==> src/rtl/mult_seq_16b.sv <==
// rtl/mult_seq_16b.sv - sequential 16x16 shift-add multiplier driving an external 16-bit adder
//
// Purpose: computes a 2N-bit product over 16 RUN iterations. Each iteration
// uses one external combinational addition: partial-product high half plus
// either the multiplicand or zero.
//
// Optional feature macro: MULT_SIGNED_EN
//   defined   -> adds the sgn port and two's-complement operand handling
//   undefined -> unsigned only
//
// Ports:
//   clk, rst        clock, synchronous active-high reset
//   start           multiply request, sampled only in IDLE
//   a, b            multiplicand / multiplier, captured at accept
//   sgn             signed-mode select (MULT_SIGNED_EN only)
//   busy            high from the cycle after accept through the DONE cycle
//   done            one-cycle pulse; product valid
//   product         result; held until the next completion or reset
//   add_a, add_b    external adder operands (zero outside RUN)
//   add_cin         external adder carry-in (constant 0)
//   add_s, add_cout external adder sum and carry-out
module mult_seq_16b #(
    parameter int N = 16
) (
    input  logic           clk,
    input  logic           rst,
    input  logic           start,
    input  logic [N-1:0]   a,
    input  logic [N-1:0]   b,
`ifdef MULT_SIGNED_EN
    input  logic           sgn,
`endif
    output logic           busy,
    output logic           done,
    output logic [2*N-1:0] product,
    output logic [N-1:0]   add_a,
    output logic [N-1:0]   add_b,
    output logic           add_cin,
    input  logic [N-1:0]   add_s,
    input  logic           add_cout
);

    typedef enum logic [1:0] {
        ST_IDLE = 2'd0,
        ST_RUN  = 2'd1,
        ST_DONE = 2'd2
    } state_t;

    state_t         state_q, state_d;
    logic [3:0]     cnt_q, cnt_d;
    logic [N-1:0]   hi_q, hi_d;
    logic [N-1:0]   lo_q, lo_d;
    logic [N-1:0]   mcand_q, mcand_d;
    logic [2*N-1:0] product_q, product_d;

    logic [N-1:0]   a_mag;
    logic [N-1:0]   b_mag;
    logic [2*N-1:0] prod_raw;

`ifdef MULT_SIGNED_EN
    logic           neg_q, neg_d;

    // Magnitudes come from local negation so the external adder stays
    // dedicated to the iteration datapath. 0x8000 maps to itself, which is
    // the correct unsigned magnitude.
    always_comb begin
        a_mag = (sgn && a[N-1]) ? (~a + 1'b1) : a;
        b_mag = (sgn && b[N-1]) ? (~b + 1'b1) : b;
    end
`else
    always_comb begin
        a_mag = a;
        b_mag = b;
    end
`endif

    always_comb begin
        state_d   = state_q;
        cnt_d     = cnt_q;
        hi_d      = hi_q;
        lo_d      = lo_q;
        mcand_d   = mcand_q;
        product_d = product_q;
        prod_raw  = '0;
        add_a     = '0;
        add_b     = '0;
`ifdef MULT_SIGNED_EN
        neg_d     = neg_q;
`endif
        case (state_q)
            ST_IDLE: begin
                if (start) begin
                    mcand_d = a_mag;
                    lo_d    = b_mag;
                    hi_d    = '0;
                    cnt_d   = 4'd0;
`ifdef MULT_SIGNED_EN
                    neg_d   = sgn & (a[N-1] ^ b[N-1]);
`endif
                    state_d = ST_RUN;
                end
            end
            ST_RUN: begin
                add_a = hi_q;
                add_b = lo_q[0] ? mcand_q : '0;
                // Shift the 17-bit sum right by one across hi:lo; the carry
                // becomes the new top bit so no overflow is lost.
                hi_d  = {add_cout, add_s[N-1:1]};
                lo_d  = {add_s[0], lo_q[N-1:1]};
                cnt_d = cnt_q + 4'd1;
                if (cnt_q == 4'd15) begin
                    prod_raw = {hi_d, lo_d};
`ifdef MULT_SIGNED_EN
                    product_d = neg_q ? (~prod_raw + 1'b1) : prod_raw;
`else
                    product_d = prod_raw;
`endif
                    state_d   = ST_DONE;
                end
            end
            ST_DONE: begin
                state_d = ST_IDLE;
            end
            default: begin
                state_d = ST_IDLE;
            end
        endcase
    end

    always_ff @(posedge clk) begin
        if (rst) begin
            state_q   <= ST_IDLE;
            cnt_q     <= 4'd0;
            hi_q      <= '0;
            lo_q      <= '0;
            mcand_q   <= '0;
            product_q <= '0;
`ifdef MULT_SIGNED_EN
            neg_q     <= 1'b0;
`endif
        end else begin
            state_q   <= state_d;
            cnt_q     <= cnt_d;
            hi_q      <= hi_d;
            lo_q      <= lo_d;
            mcand_q   <= mcand_d;
            product_q <= product_d;
`ifdef MULT_SIGNED_EN
            neg_q     <= neg_d;
`endif
        end
    end

    assign busy    = (state_q != ST_IDLE);
    assign done    = (state_q == ST_DONE);
    assign product = product_q;
    assign add_cin = 1'b0;

endmodule

==> config.mk <==
export PLATFORM = sky130hd
export DESIGN_NAME = mult_seq_16b
export DESIGN_NICKNAME = d
export VERILOG_FILES = /design/src/rtl/mult_seq_16b.sv
export SDC_FILE = /design/constraint.sdc
export NUM_CORES = 1
export LEC_CHECK = 0
export CAP_MARGIN = 20
export CORE_MARGIN = 2
export CORE_UTILIZATION = 45
export DETAILED_ROUTE_END_ITERATION = 6
export PLACE_DENSITY = 0.77
export SLEW_MARGIN = 20
export SYNTH_ARGS = -nofsm -noshare
export SYNTH_HDL_FRONTEND = slang
export SYNTH_SLANG_ARGS = --single-unit
==> constraint.sdc <==
create_clock -name clk -period 1.5 [get_ports clk]
set_input_delay 0.225 -clock clk [delete_from_list [all_inputs] [get_ports clk]]
set_output_delay 0.225 -clock clk [all_outputs]
set_load 0.005 [all_outputs]
==> metrics.cfg, run 1 <==
[timing]
holdWs_ps=181
finalCritPeriodShare=1.14
finClkSkew_ps=11.4
rsz0062_at_grt=true
setup_ws_ps=-212
fmax_mhz=584
setup_viol=65
finalHoldViolCount=0
min_period_ps=1710
final_max_slew_viol_count=0

[floorplan]
rows=31
die_w_um=91.1
fp.coreArea_mm2=0.00729
start_util=0.468
die-area_mm2=0.00830
io_pins=119
die_h_um=91.1

[synthesis]
yosys.area.top_type=dfxtp_1
ys_ff_latch=86
synth-main-ff-cell=dfxtp_1
syn_nets=426
yosysWarnings=0
syn_avg_cell_area_um2=9.15
yosys-top-cells-count=86 x dfxtp_1, 67 x nand2_1, 50 x a21oi_1, 32 x a22o_1, 20 x nand3_1
synth_edf_count=0
ys_seq_area_frac=0.504
yosysMostFrequentCell=dfxtp_1
netlist_area_mm2=0.00341
yosys.cell_types.count=30
ys_async_sr_fraction=0
syn_inst=373
synth_top_cell_area_share=0.504
ys_top_cells_by_area=dfxtp_1 50%, a22o_1 8.2%, nand2_1 7.4%

[layout]
layout.cells.non_filler=619
layout.nets=569
area_growth_pct=59.6
layout-drive-gt1-share=0.273
final_util=0.747
stdcell_area_mm2=0.00545
diodes=0

[critical_path]
crit_family=buffers and inverters
crit_path_top_delay_cell=dfxtp_2
crit_path_end_kind=primary output
worstPathCellList=nor2b_4, buf_6, buf_6, buf_16, and3_4, buf_6
required_ps=1270
critical_path.max_stage_delay_ps=330
startpoint_type=flop
critical_path_class=flop to primary output
crit_buf_inv=4
critPathMaxFanout=6
crit_path_frequent_cell=buf_6
arrival_ps=1490

[place]
postPlaceCellArea_mm2=0.00471
port_buffers=117
gp_congestion=0.747
post-place-ws_ps=-116
dp.cells=580
hpwl_mm=6.09

[clocking]
cts_buffers=9
ctsHtreeMaxLevel=3
cts.path.max_buffers=2
root_buffer=clkbuf_8
tritoncts=done
cts.sinks=86
clk_transition_reported_paths_ps=90
clkLatencyLatePin_ps=340

[run]
drv_cap=0

[pwr]
vdd.ir_drop.worst_v=0.000546
power.density_mw_per_mm2=898
p_leak_nw=2.22

[route]
antenna_left=0
firstDrtPassIters=7
vias_per_cell=5.41
vias=3348
wl_mm=10.7
wl_per_cell_um=17.2
first_iter_violations=145
drc=0

[status]
failed_checks=negative setup slack
outcome=complete, but fails checks

[min_path]
hp-class=primary input to flop

[global_route]
grt.total_usage=0.254
grt_pass1_wl_mm=17.1
grt-ovfl-total=0
grt_pass1_vias=3375
grt_max_degree=33
antenna_found_initial=0

-- cell usage in the layout (no fill, tap or decap), types with 6 or more instances in the layout --
master / netlist / layout
dfxtp_1: 86 / 84
clkdlybuf4s50_1: 0 / 82
nand2_1: 67 / 67
a21oi_1: 50 / 50
buf_6: 8 / 41
a22o_1: 32 / 32
buf_4: 9 / 25
nand3_1: 20 / 20
nor2_1: 18 / 18
and2_4: 0 / 16
and3_4: 0 / 14
a211oi_1: 16 / 13
clkbuf_8: 0 / 10
buf_12: 0 / 6
-- path summary, 6_finish.rpt --
| path | start | to | slack [ps] | cells past startpoint |
|---|---|---|---|---|
| worst max-delay path | state_q[0]$_SDFFE_PP0P_ | add_b[13] | -210 | 6 |
| worst min-delay path | rst | state_q[1]$_SDFFE_PP0P_ | 180 | 2 |
| worst max register to register | state_q[0]$_SDFFE_PP0P_ | product[20]$_SDFFE_PP0P_ | -160 | 8 |
| worst min register to register | mcand_q[9]$_SDFFE_PP0P_ | mcand_q[9]$_SDFFE_PP0P_ | 470 | 2 |
-- cell type report --
class                   count  area (um2)
clock inverters             4        47.5
multi-input cells         252        1580
clock buffers              11         141
well taps                  99         124
flip-flops and latches     86        1720
repair buffers            167        1830
fillers                   500        1850
-- per-stage QoR --
stage	TNS (ps)	total power, W
after global placement	-4800	0.00309
after CTS	-6580	0.00485
after detailed placement	-8330	0.00311
after floorplan	0	0.00282
after global routing	-10610	0.00509
final	-8100	0.00489
-- layer usage --
layer | up-vias | share of wire | global-route usage
li1 | 1590 | - | -
met1 | 1620 | 0.42 | 0.320
met2 | 122 | 0.49 | 0.420
met3 | 16 | 0.071 | 0.0705
met4 | 0 | 0.016 | 0.0833
met5 | - | 0 | 0
-- sequential cells by signal (all words and copies together), names as in the netlist --
name / cells
product: 32
hi_q: 16
lo_q: 16
mcand_q: 16
cnt_q: 4
state_q: 2
-- report_power, final --
group	internal, W	switching (W)	leakage, nW
Sequential	0.00238	0.0000641	0.702
Combinational	0.000469	0.000387	1.42
Clock	0.000802	0.000791	0.0952
Total	0.00365	0.00124	2.22
-- cells by family after synthesis --
kind of cell	after synthesis	share of synthesized area
compound gates	104	0.214
other cells	1	0.00110
simple gates	146	0.207
fa+ha+maj	1	0.00367
flops	86	0.504
buf+inv	35	0.0689
-- timing repair --
item | 4_1_cts | 5_1_grt
gates cloned | 9 | 1
resized for setup | 206 | 25
buffers inserted | 13 | 3
hold buffers | 0 | 0
setup endpoints to repair | 66 | 68
pin swaps | 16 | 7
Note: power is estimated with default switching activity, not from simulation.
==> run 2: changes to the inputs <==
--- a/config.mk
+++ b/config.mk
@@ -7,9 +7,9 @@
 export LEC_CHECK = 0
 export CAP_MARGIN = 20
 export CORE_MARGIN = 2
-export CORE_UTILIZATION = 45
+export CORE_UTILIZATION = 42
 export DETAILED_ROUTE_END_ITERATION = 6
-export PLACE_DENSITY = 0.77
+export PLACE_DENSITY = 0.72
 export SLEW_MARGIN = 20
 export SYNTH_ARGS = -nofsm -noshare
 export SYNTH_HDL_FRONTEND = slang
==> constraint.sdc (replaced) <==
create_clock -name clk -period 2.15 [get_ports clk]
set_input_delay 0.3225 -clock clk [delete_from_list [all_inputs] [get_ports clk]]
set_output_delay 0.3225 -clock clk [all_outputs]
set_load 0.005 [all_outputs]
==> run 2 against run 1 <==
  * The run now ends clean
  * First-iteration DRC count increased by 23%
  * Die area increased by 6.8%
  * Sequential share of layout area increased by 3.9 points
  * Highest routed layer unchanged
==> metrics.cfg, run 2 (same netlist as run 1, synthesis figures left out) <==
[timing]
finalHoldViolCount=0  ; unchanged
finClkSkew_ps=8.49  ; -2.88 ps
setup_ws_ps=45.3  ; +257 ps
rsz0062_at_grt=true
min_period_ps=2100
finalCritPeriodShare=0.979
relSlewSlack=0.648
final_max_slew_viol_count=0  ; unchanged
fmax_mhz=475
worstMarginPinSlew_ps=527
setup_viol=0  ; -100%

[min_path]
hold_path_depth=2  ; unchanged
hp-class=primary input to flop
min-delay-start=rst

[critical_path]
rr_worst_depth=5  ; -3
timing.rr.start=cnt_q[0]$_SDFFE_PP0P_
startpoint_type=flop
required_ps=1830  ; +560 ps
crit_path_top_delay_cell=clkdlybuf4s50_1
critical_path_class=flop to primary output
critPathMaxFanout=27  ; +21
arrival_ps=1780  ; +290 ps
worstPathCellList=nor2b_4, buf_12, and3_1, clkdlybuf4s50_1
crit_start=state_q[1]$_SDFFE_PP0P_
crit_path_end_kind=primary output
critical_path.max_stage_delay_ps=500  ; +170 ps

[route]
vias_per_cell=5.22  ; -3.5%
wl_mm=8.69  ; -18%
firstDrtPassIters=4  ; -3
drc=0  ; unchanged
vias=3069  ; -8.3%
antenna_left=0  ; unchanged
first_iter_violations=179  ; +23%
wl_per_cell_um=14.8  ; -14%

[pwr]
p_leak_nw=2.15  ; -2.9%
power.density_mw_per_mm2=645  ; -28%
vdd.ir_drop.worst_v=0.000550  ; +0.71%

[global_route]
grt_pass1_vias=3006  ; -11%
grtUsageMet2=0.319  ; -0.101
grt_max_degree=33  ; unchanged
gr-usage-met3=0.0522  ; -0.0184
antenna_found_initial=0  ; unchanged
top_usage_layer=met2
grt.total_usage=0.198  ; -0.0564
met1_usage=0.262  ; -0.0583
grt_pass1_wl_mm=14.1  ; -18%
grt-ovfl-total=0  ; unchanged

[floorplan]
start_util=0.437  ; -0.0309
die_w_um=94.2  ; +3.4%
die_h_um=94.2  ; +3.4%
io_pins=119  ; unchanged
die-area_mm2=0.00886  ; +6.8%
rows=32  ; +3.2%
fp.coreArea_mm2=0.00781  ; +7.1%

[layout]
mostFrequentLayoutCell=clkdlybuf4s50_1
layout.nets=534  ; -6.2%
diodes=0  ; unchanged
layout.cells.non_filler=588  ; -5.0%
final_cell_mix=101 x clkdlybuf4s50_1, 84 x dfxtp_1, 67 x nand2_1, 50 x a21oi_1, 32 x a22o_1
area_growth_pct=42.1
largest_reg_flops=32  ; unchanged
layout-drive-gt1-share=0.0844  ; -0.189

[status]
outcome=completed

[place]
port_buffers=117  ; unchanged
post-place-ws_ps=239  ; +355 ps
hpwl_mm=5.74  ; -5.8%
dp.cells=570  ; -1.7%
gp_congestion=0.754  ; +0.95%

[clocking]
clkLatencyLatePin_ps=360  ; +20 ps
root_buffer=clkbuf_8
cts.path.max_buffers=2  ; unchanged
cts_buffers=9  ; unchanged
cts.sinks=86  ; unchanged
ctsHtreeMaxLevel=3  ; unchanged
clk_transition_reported_paths_ps=80  ; about the same
tritoncts=done
cts_hold_buf=0  ; unchanged

[run]
drv_cap=0  ; unchanged

## run 2: cell count changes in the layout (fill, tap and decap cells not counted), moves of 3 or more
| cell | previous run | this run |
|---|---|---|
| buf_8 | 3 | 0 |
| buf_6 | 41 | 0 |
| a211oi_2 | 3 | 0 |
| a211oi_1 | 13 | 16 |
| and2_1 | 0 | 16 |
| buf_12 | 6 | 2 |
| clkdlybuf4s50_1 | 82 | 101 |
| dlymetal6s2s_1 | 0 | 15 |
| buf_4 | 25 | 12 |
| buf_16 | 5 | 0 |
| and2_4 | 16 | 0 |
| and3_1 | 2 | 16 |
| and3_4 | 14 | 0 |
## run 2: cell type report
cell class	count	area (um2)
clock buffer	9	124
clock inverter	7	50.0
timing repair buffer	132	1370
tap	102	128
fill	692	2960
sequential	86	1730
multi-input combinational	252	1460
## run 2: per-stage QoR
stage	instance area (um2)	total power, W	utilization	hold slack (ps)	setup TNS (ps)
after floorplan	3410	0.00197	-	432	0
after global placement	4590	0.00213	0.588	437	0
after detailed placement	4590	0.00214	0.588	442	0
after CTS	4810	0.00316	0.616	215	0
after global routing	4850	0.00327	0.621	219	-30.7
final	4850	0.00313	0.621	225	0
## run 2: repair_timing
action	in CTS	in global routing
gates cloned	1	0
endpoints found under the setup margin	21	17
buffers inserted	1	0
gates resized for setup	1	17
pin swaps	0	0
## run 2: path summary, 6_finish.rpt
| path | end | slack, ps |
|---|---|---|
| max | add_b[14] | 50 |
| min | state_q[1]$_SDFFE_PP0P_ | 220 |
| max reg2reg | product[13]$_SDFFE_PP0P_ | 520 |
| min reg2reg | mcand_q[11]$_SDFFE_PP0P_ | 450 |
## run 2: power by group
group / switching, W / leakage, nW / internal [W]
clock network: 0.000592 / 0.0816 / 0.000421
logic: 0.000204 / 1.37 / 0.000208
registers: 0.0000455 / 0.703 / 0.00166
total: 0.000842 / 2.15 / 0.00229
## run 2: worst max-delay path: cells and delay by family, from the launching register on
family	cells	cell delay, ps
flops	1	380
buf+inv	2	680
simple gates	2	360
## run 2: layer usage
metal | vias to the layer above | part of all wire
li1 | 1510 | -
met5 | - | 0
met1 | 1460 | 0.46
met3 | 8 | 0.060
met4 | 0 | 0.0090
met2 | 91 | 0.47
